$ cat src/rtl/yarp_core_seq.sv
// rtl/yarp_core_seq.sv - multi-cycle sequencer for the YARP core
//
// Purpose: steps each instruction through FETCH -> DECODE -> EXEC -> [MEM] -> WB
// and raises the strobes the datapath needs in each step. It also counts
// retired instructions.
//
// Optional feature: define YARP_SEQ_ILLEGAL_TRAP_EN to send illegal opcodes to
// TRAP, where they wait for trap_clr_i. When it is undefined, an illegal opcode
// retires as a NOP.
//
// Ports:
//   clk, reset            core clock, synchronous active-high reset
//   imem_req_o/ready_i    instruction fetch handshake, imem_rdata_i fetched word
//   instr_o               instruction register feeding the decoder
//   op_i, rd_i            opcode / destination register from the decoder
//   dmem_req_o/we_o       data access request and write qualifier
//   dmem_ready_i          data access completes this cycle
//   alu_en_o, rf_wr_en_o, pc_en_o   execute, register write and PC update strobes
//   trap_o, trap_clr_i    illegal-instruction trap and its acknowledge
//   state_o               current state encoding
//   instret_o             retired-instruction counter
module yarp_core_seq (
  input  logic        clk,
  input  logic        reset,
  output logic        imem_req_o,
  input  logic        imem_ready_i,
  input  logic [31:0] imem_rdata_i,
  output logic [31:0] instr_o,
  input  logic [6:0]  op_i,
  input  logic [4:0]  rd_i,
  output logic        dmem_req_o,
  output logic        dmem_we_o,
  input  logic        dmem_ready_i,
  output logic        alu_en_o,
  output logic        rf_wr_en_o,
  output logic        pc_en_o,
  output logic        trap_o,
  input  logic        trap_clr_i,
  output logic [2:0]  state_o,
  output logic [31:0] instret_o
);

  typedef enum logic [2:0] {
    S_FETCH  = 3'd0,
    S_DECODE = 3'd1,
    S_EXEC   = 3'd2,
    S_MEM    = 3'd3,
    S_WB     = 3'd4,
    S_TRAP   = 3'd5
  } state_t;

  localparam logic [6:0] OP_LOAD   = 7'h03;
  localparam logic [6:0] OP_STORE  = 7'h23;
  localparam logic [6:0] OP_BRANCH = 7'h63;

  state_t      state_q, state_d;
  logic [31:0] instr_q;
  logic [31:0] instret_q;
  logic [6:0]  op_q, op_d;
  logic        rd_zero_q, rd_zero_d;

  logic        imem_req_q;
  logic        dmem_req_q;
  logic        dmem_we_q;
  logic        alu_en_q;
  logic        rf_wr_en_q;
  logic        pc_en_q;
  logic        trap_q;

  function automatic logic is_legal(input logic [6:0] op);
    case (op)
      7'h33, 7'h13, 7'h03, 7'h67, 7'h23,
      7'h63, 7'h37, 7'h17, 7'h6F: is_legal = 1'b1;
      default:                    is_legal = 1'b0;
    endcase
  endfunction

  // Stores, branches, writes to x0 and illegal NOPs leave the register file alone.
  function automatic logic writes_rf(input logic [6:0] op, input logic rd_zero);
    writes_rf = is_legal(op) && (op != OP_STORE) && (op != OP_BRANCH) && !rd_zero;
  endfunction

  // The opcode and rd are captured in DECODE. Later states then do not depend
  // on the decoder holding its outputs steady.
  always_comb begin
    state_d   = state_q;
    op_d      = op_q;
    rd_zero_d = rd_zero_q;
    case (state_q)
      S_FETCH: begin
        if (imem_ready_i) state_d = S_DECODE;
      end
      S_DECODE: begin
        op_d      = op_i;
        rd_zero_d = (rd_i == 5'd0);
        if (is_legal(op_i)) begin
          state_d = S_EXEC;
        end else begin
`ifdef YARP_SEQ_ILLEGAL_TRAP_EN
          state_d = S_TRAP;
`else
          state_d = S_WB;
`endif
        end
      end
      S_EXEC: begin
        state_d = ((op_q == OP_LOAD) || (op_q == OP_STORE)) ? S_MEM : S_WB;
      end
      S_MEM: begin
        if (dmem_ready_i) state_d = S_WB;
      end
      S_WB: begin
        state_d = S_FETCH;
      end
      S_TRAP: begin
`ifdef YARP_SEQ_ILLEGAL_TRAP_EN
        if (trap_clr_i) state_d = S_FETCH;
`else
        state_d = S_FETCH;
`endif
      end
      default: begin
        state_d = S_FETCH;
      end
    endcase
  end

  // Strobes are registered from the next state. Each strobe is therefore a
  // clean flop output that matches state_q in the same cycle.
  always_ff @(posedge clk) begin
    if (reset) begin
      state_q    <= S_FETCH;
      instr_q    <= 32'd0;
      instret_q  <= 32'd0;
      op_q       <= 7'd0;
      rd_zero_q  <= 1'b1;
      imem_req_q <= 1'b1;
      dmem_req_q <= 1'b0;
      dmem_we_q  <= 1'b0;
      alu_en_q   <= 1'b0;
      rf_wr_en_q <= 1'b0;
      pc_en_q    <= 1'b0;
      trap_q     <= 1'b0;
    end else begin
      state_q    <= state_d;
      op_q       <= op_d;
      rd_zero_q  <= rd_zero_d;
      if ((state_q == S_FETCH) && imem_ready_i) instr_q <= imem_rdata_i;
      if (state_q == S_WB) instret_q <= instret_q + 32'd1;
      imem_req_q <= (state_d == S_FETCH);
      dmem_req_q <= (state_d == S_MEM);
      dmem_we_q  <= (state_d == S_MEM) && (op_d == OP_STORE);
      alu_en_q   <= (state_d == S_EXEC);
      rf_wr_en_q <= (state_d == S_WB) && writes_rf(op_d, rd_zero_d);
      pc_en_q    <= (state_d == S_WB);
`ifdef YARP_SEQ_ILLEGAL_TRAP_EN
      trap_q     <= (state_d == S_TRAP);
`else
      trap_q     <= 1'b0;
`endif
    end
  end

  // Reset is synchronous. Outputs are also masked by reset itself, so they
  // read 0 from the first cycle of reset, before the flops are cleared.
  assign imem_req_o = imem_req_q & ~reset;
  assign dmem_req_o = dmem_req_q & ~reset;
  assign dmem_we_o  = dmem_we_q  & ~reset;
  assign alu_en_o   = alu_en_q   & ~reset;
  assign rf_wr_en_o = rf_wr_en_q & ~reset;
  assign pc_en_o    = pc_en_q    & ~reset;
  assign state_o    = reset ? 3'd0 : state_q;
  assign instr_o    = instr_q   & {32{~reset}};
  assign instret_o  = instret_q & {32{~reset}};

`ifdef YARP_SEQ_ILLEGAL_TRAP_EN
  assign trap_o = trap_q & ~reset;
`else
  logic unused_trap;
  assign unused_trap = trap_clr_i | trap_q;
  assign trap_o      = 1'b0;
`endif

endmodule

$ cat config.mk
export PLATFORM = sky130hd
export DESIGN_NAME = yarp_core_seq
export DESIGN_NICKNAME = d
export VERILOG_FILES = /design/src/rtl/yarp_core_seq.sv
export SDC_FILE = /design/constraint.sdc
export NUM_CORES = 1
export LEC_CHECK = 0
export CAP_MARGIN = 10
export CORE_MARGIN = 3
export CORE_UTILIZATION = 40
export DETAILED_ROUTE_END_ITERATION = 8
export PLACE_DENSITY = 0.79
export SYNTH_ARGS = -nofsm -noshare
export SYNTH_HDL_FRONTEND = slang
export SYNTH_SLANG_ARGS = --single-unit
$ cat constraint.sdc
create_clock -name clk -period 1.6 [get_ports clk]
set_clock_uncertainty 0.05 [all_clocks]
set_input_delay 0.24 -clock clk [delete_from_list [all_inputs] [get_ports clk]]
set_output_delay 0.24 -clock clk [all_outputs]
set_load 0.05 [all_outputs]
==> impl_metrics.py, run 1 <==
metrics = {
    "setup_path": {
        "r2r-start": "state_q[2]",
        "cp.arrival_ns": 2.01,
        "r2r_setup_slack_ns": -0.23,
        "start_kind": "flop",
        "path_max_fanout": 4,
        "cp-end-kind": "flop",
        "crit_required_ns": 1.78,
        "critPathLaunch": "state_q[2]",
        "crit_type": "reg -> reg",
    },
    "power_and_ir_drop": {
        "p_total_w": 0.00433,
        "peakVddDrop_mv": 0.500,
        "p_leak_nw": 2.65,
        "p_per_area_nw_per_um2": 687,
    },
    "detailed_routing": {
        "vias_per_cell": 5.04,
        "drt_wl_total_um": 11300,
        "wl_per_cell_um": 14.4,
        "drtIter0Drc": 177,
        "drtPass1Iterations": 5,
        "drc_errors": 0,
        "ant_nets": 0,
        "vias": 3958,
    },
    "logic_synthesis": {
        "yosysWarnings": 0,
        "synthArstFlopShare_pct": 0,
        "ys.flop_type": "dfxtp_1",
        "synthDistinctLibCells": 42,
        "syn_area_um2": 3800,
        "seq_area_frac_synth_pct": 42.6,
        "post-synth-top-area-cell": "dfxtp_1",
        "syn_inst": 484,
        "synthesis.nets": 534,
        "ys_seq_elements": 81,
        "synthTopCellsByArea": "dfxtp_1 43%, nor2b_1 11%, nand2_1 8.8%",
        "synth_top_area_share_pct": 42.6,
        "avgSynthCellArea_um2": 7.86,
        "synth_edf_count": 0,
    },
    "timing": {
        "fmax_mhz": 547,
        "layout_min_cycle_time_ns": 1.83,
        "grt_setup_unrepaired": "true",
        "final-hold-violation-count": 0,
        "fin_crit_sh_pct": 114,
        "final_max_slew_viol_count": 0,
        "layout_setup_ws_ns": -0.227,
        "setup_viol": 21,
    },
    "status": {
        "violations": "negative setup slack",
        "status": "finished, violations left",
    },
    "grt": {
        "grt_pass1_vias": 3768,
        "grt_max_degree": 34,
        "grt_usage_pct": 19.4,
        "grt_overflow_total": 0,
        "grt_pass1_wl_um": 17600,
        "grt_antenna_before_repair": 0,
    },
    "clocking": {
        "cts_tree": "yes",
        "clk_latency_ns": 0.34,
        "cts_root_buf": "clkbuf_8",
        "cts_max_level": 3,
        "path_clk_slew_ns": 0.08,
        "ctsHoldBuffers": 0,
        "cts_buffers": 9,
        "clk_path_buf_depth": 2,
        "cts_sinks": 81,
    },
    "floorplan": {
        "die_w_um": 104,
        "start_util_pct": 42.4,
        "io_pins": 123,
        "die-area_um2": 10700,
        "fp.coreArea_um2": 8980,
        "die_height_um": 104,
        "rows": 34,
    },
    "place": {
        "gp_congestion": 0.890,
        "dpl_worst_slack_ns": -0.254,
        "place_area_um2": 5770,
        "dp_hpwl_um": 7860,
        "port-buffer-count": 120,
    },
    "layout": {
        "area_growth_pct": 65.9,
        "fill_cells": 662,
        "drive_above_1_share_pct": 34.9,
        "fin_util_pct": 70.3,
        "nNetsFinal": 704,
        "antennaDiodeCount": 0,
        "stdcell_area_um2": 6310,
    },
    "hold_path": {
        "hold_start": "reset",
        "hold_class": "in -> reg",
    },
    "flow_run": {
        "max_cap_violations": 0,
    },
}
## cells in the mapped netlist (2+ instances only)
cell,number
or3b_2,2
and2_1,3
nor4_1,7
or3_1,10
mux2_2,15
clkbuf_1,23
xnor2_1,3
a21oi_1,49
or4_1,2
nor2b_1,69
buf_2,3
nor2_1,39
xor2_1,6
a211oi_1,2
nand2b_1,2
inv_1,8
nand2_1,89
nor3_1,14
and3_1,3
nand3b_1,2
nand4_1,9
dfxtp_1,81
o21ai_0,7
nand3_1,10
and4_1,6
buf_1,4
## cells in the final DEF, fill, tap and decap left out, types with 3 or more instances in the layout
cell type,Yosys,layout
nor2b_2,0,7
buf_6,0,16
o21ai_0,7,6
or3_4,0,4
nor2_2,0,3
nor2_4,0,3
a21oi_2,0,4
clkbuf_8,0,10
nor3_4,0,10
buf_4,1,101
xor2_1,6,6
nor4_1,7,4
or3_1,10,6
dfxtp_2,0,9
and2_1,3,3
nand3_1,10,9
clkdlybuf4s50_1,0,46
nand2_1,89,89
and4_1,6,3
clkbuf_1,23,3
a21oi_1,49,45
dfxtp_1,81,72
mux2_4,0,12
buf_12,0,27
nand4_1,9,9
nor2_1,39,33
inv_1,8,8
nor3_1,14,3
nor2b_1,69,62
mux2_2,15,3
## worst paths after layout
path	endpoint	cells past startpoint
worst max-delay path	instret_q[28]	5
worst min-delay path	instret_q[24]	2
worst max register to register	instret_q[28]	5
worst min register to register	instr_q[9]	2
## logic make-up after synthesis
logic type | Yosys count | share of synthesized area [%]
buffers and inverters | 39 | 4.05
other | 1 | 0.0986
xor gates and xnor gates | 9 | 2.07
DFF | 81 | 42.6
muxes | 16 | 4.71
AOI/OAI and AO/OA | 64 | 9.18
and+or+nand+nor | 273 | 36.9
adders and majority gates | 1 | 0.329
## area by class of cell
type	count	area [um^2]	area share [%]
inverters	8	30.0	0.476
multi-input cells	364	2360	37.4
well taps	126	158	2.50
clock inverters	3	40.0	0.635
flip-flops and latches	81	1630	25.9
repair buffers	190	1940	30.7
clock buffers	13	149	2.36
## critical path: stages, from the launching register on
cell and delay, ns:
dfxtp_2 0.35, nor3b_4 0.26, buf_4 0.16, nand4_1 0.23
nor4_2 0.29, mux2_2 0.37
## sequential cells by signal, indices dropped and copies added, names as in the netlist
signal / flops
dmem_we_q: 1
instret_q: 32
instr_q: 32
alu_en_q: 1
op_q: 7
rd_zero_q: 1
state_q: 3
imem_req_q: 1
pc_en_q: 1
rf_wr_en_q: 1
dmem_req_q: 1
## stage by stage
step / hold slack, ns / setup TNS, ns / std cells
6_report: 0.314 / -2.30 / 785
2_1_floorplan: 0.292 / -11.55 / 484
3_3_place_gp: 0.383 / -1.57 / 761
5_1_grt: 0.317 / -3.97 / 785
3_5_place_dp: 0.389 / -2.75 / 761
4_1_cts: 0.285 / -1.39 / 780
## what timing repair did
item / CTS / global route
cloned: 0 / 0
gates resized for setup: 22 / 43
pin swaps: 8 / 6
setup endpoints to repair: 23 / 33
setup buffers: 3 / 5
## per-layer routing
layer | global-route usage, % | vias up | routed length (um)
met5 | 0 | - | 0
met4 | 6.08 | 0 | 186
met3 | 4.73 | 17 | 728
met2 | 33.2 | 126 | 5750
met1 | 24.2 | 1850 | 4610
li1 | - | 1965 | -
## power breakdown
part | leakage (nW) | internal (W) | switching, W | total [W]
clock network | 0.0974 | 0.000762 | 0.000707 | 0.00147
logic | 1.89 | 0.000348 | 0.000392 | 0.000740
registers | 0.663 | 0.00209 | 0.0000364 | 0.00212
No activity file was read; power rests on OpenSTA's default activity.
==> run 2: changes to the inputs <==
- CORE_UTILIZATION: 40 -> 46
- PLACE_DENSITY: 0.79 -> 0.85
- clock period: 1.6 -> 1.7 ns (I/O delays scaled with it)
==> run 2 against run 1 <==
Against the previous run:
- the run still ends with negative setup slack left
- flip-flop and latch count did not move
- clock power fell by 5%
- sequential power fell by 6%
- routed wire length fell by 7.4%
- maximum frequency fell by 0.14%
- largest cell class unchanged
- power fell by 6.7%
- via count fell by 1.9%
- highest routed layer unchanged
- first-iteration DRC count fell by 58%
- count of clock-buffer cells in the layout fell by 1
- register-to-register slack improved by 0.097 ns
- worst hold slack got worse by 0.045 ns
==> impl_metrics.py, run 2 (synthesis gave the netlist of run 1 again) <==
metrics = {
    "layout": {
        "seqCellArea_um2": 1630,
        "final_cell_mix": "125 x buf_4, 89 x nand2_1, 71 x dfxtp_1",
        "area_growth_pct": 51.4,
        "reg_top3": "instr_q x32, instret_q x32, op_q x7",
        "nNetsFinal": 694,
        "multi_input_area_um2": 2230,
        "antennaDiodeCount": 0,
        "drive_above_1_share_pct": 31.7,
        "fill_cells": 621,
        "layout_commonest_cell": "buf_4",
    },
    "timing": {
        "grt_setup_unrepaired": "true",
        "layout_min_cycle_time_ns": 1.83,
        "layout_setup_ws_ns": -0.130,
        "fmax_mhz": 546,
        "holdWs_ns": 0.269,
        "final_max_slew_viol_count": 0,
        "final-hold-violation-count": 0,
        "setup_viol": 5,
        "fin_crit_sh_pct": 108,
    },
    "floorplan": {
        "rows": 32,
        "start_util_pct": 48.2,
        "die_w_um": 96.9,
        "fp.coreArea_um2": 7890,
        "die-area_um2": 9390,
        "die_height_um": 96.9,
        "io_pins": 123,
    },
    "detailed_routing": {
        "vias": 3884,
        "vias_per_cell": 5.17,
        "drc_errors": 0,
        "wl_per_cell_um": 13.9,
        "drtPass1Iterations": 6,
        "drtIter0Drc": 74,
        "drt_wl_total_um": 10400,
        "ant_nets": 0,
    },
    "place": {
        "dp_hpwl_um": 7500,
        "gp_congestion": 0.849,
        "port-buffer-count": 120,
    },
    "clocking": {
        "path_clk_slew_ns": 0.08,
        "ctsHoldBuffers": 0,
        "clk_path_buf_depth": 2,
        "cts_sinks": 81,
        "cts_buffers": 9,
        "clk_latency_ns": 0.35,
        "cts_max_level": 3,
        "cts_root_buf": "clkbuf_8",
        "cts_tree": "yes",
    },
    "setup_path": {
        "start_kind": "flop",
        "worstReg2RegEnd": "instret_q[28]",
        "endpoint": "instret_q[28]",
        "r2r-start": "instret_q[19]",
        "cp-end-kind": "flop",
        "crit_required_ns": 1.88,
        "critPathLaunch": "instret_q[19]",
        "crit_type": "reg -> reg",
        "cp.arrival_ns": 2.01,
        "worstRegToRegCells": 5,
        "path_max_fanout": 3,
        "r2r_setup_slack_ns": -0.13,
    },
    "hold_path": {
        "hold_class": "in -> reg",
        "hold_start": "reset",
    },
    "grt": {
        "grt_max_degree": 50,
        "grt_usage_pct": 21.2,
        "grt_pass1_wl_um": 16700,
        "grt_antenna_before_repair": 0,
        "grt_overflow_total": 0,
        "grt_pass1_vias": 3743,
    },
    "status": {
        "status": "finished, violations left",
        "violations": "negative setup slack",
    },
    "power_and_ir_drop": {
        "p_total_w": 0.00404,
        "p_leak_nw": 2.40,
        "p_per_area_nw_per_um2": 702,
        "peakVddDrop_mv": 0.462,
    },
    "flow_run": {
        "max_cap_violations": 0,
    },
}
## run 2: layer usage
layer  up-vias  GRT usage (%)  routed length [um]
met5         -              0                   0
met4         0           8.21                 325
met3        31           6.13                 623
met2       114           38.6                5400
met1      1807           23.0                4090
li1       1932              -                   -
## run 2: worst max-delay path, cell delays in order, from the launching register on
cell,delay (ns)
dfxtp_2,0.34
and4_4,0.24
buf_6,0.09
nand4_1,0.25
nor4_2,0.37
mux2_2,0.38
## run 2: worst min-delay path by stage
stage / endpoint / cells past startpoint
6_report: instret_q[10] / 2
5_1_grt: instret_q[10] / 2
4_1_cts: instret_q[10] / 2
3_5_place_dp: instr_q[6] / 2
3_3_place_gp: instr_q[1] / 2
2_1_floorplan: rd_zero_q / 1
## run 2: cell type report
type,count,area share (%)
Timing Repair Buffer,180,26.7
Multi-Input combinational cell,364,38.8
Tap cell,102,2.22
Clock inverter,4,0.913
Sequential cell,81,28.4
Clock buffer,12,2.52
Inverter,8,0.522
## run 2: timing repair
item,in CTS,in global routing
gates cloned,0,0
gates resized for setup,23,22
setup endpoints to repair,18,21
pin swaps,8,3
buffers inserted,4,1
## run 2: power breakdown
part	switching (W)	internal, W
combinational	0.000358	0.000284
sequential	0.0000342	0.00196
clock	0.000682	0.000720
total	0.00107	0.00297
## run 2: through the flow
stage	area [um^2]	setup WS [ns]	utilization, %	instances	setup TNS [ns]
2_1_floorplan	3850	-0.153	-	484	-7.27
3_3_place_gp	5340	-0.162	67.8	731	-0.670
3_5_place_dp	5340	-0.165	67.8	731	-1.50
4_1_cts	5650	-0.0297	71.6	750	-0.0669
5_1_grt	5760	-0.164	73.0	751	-1.01
6_report	5760	-0.130	73.0	751	-0.205
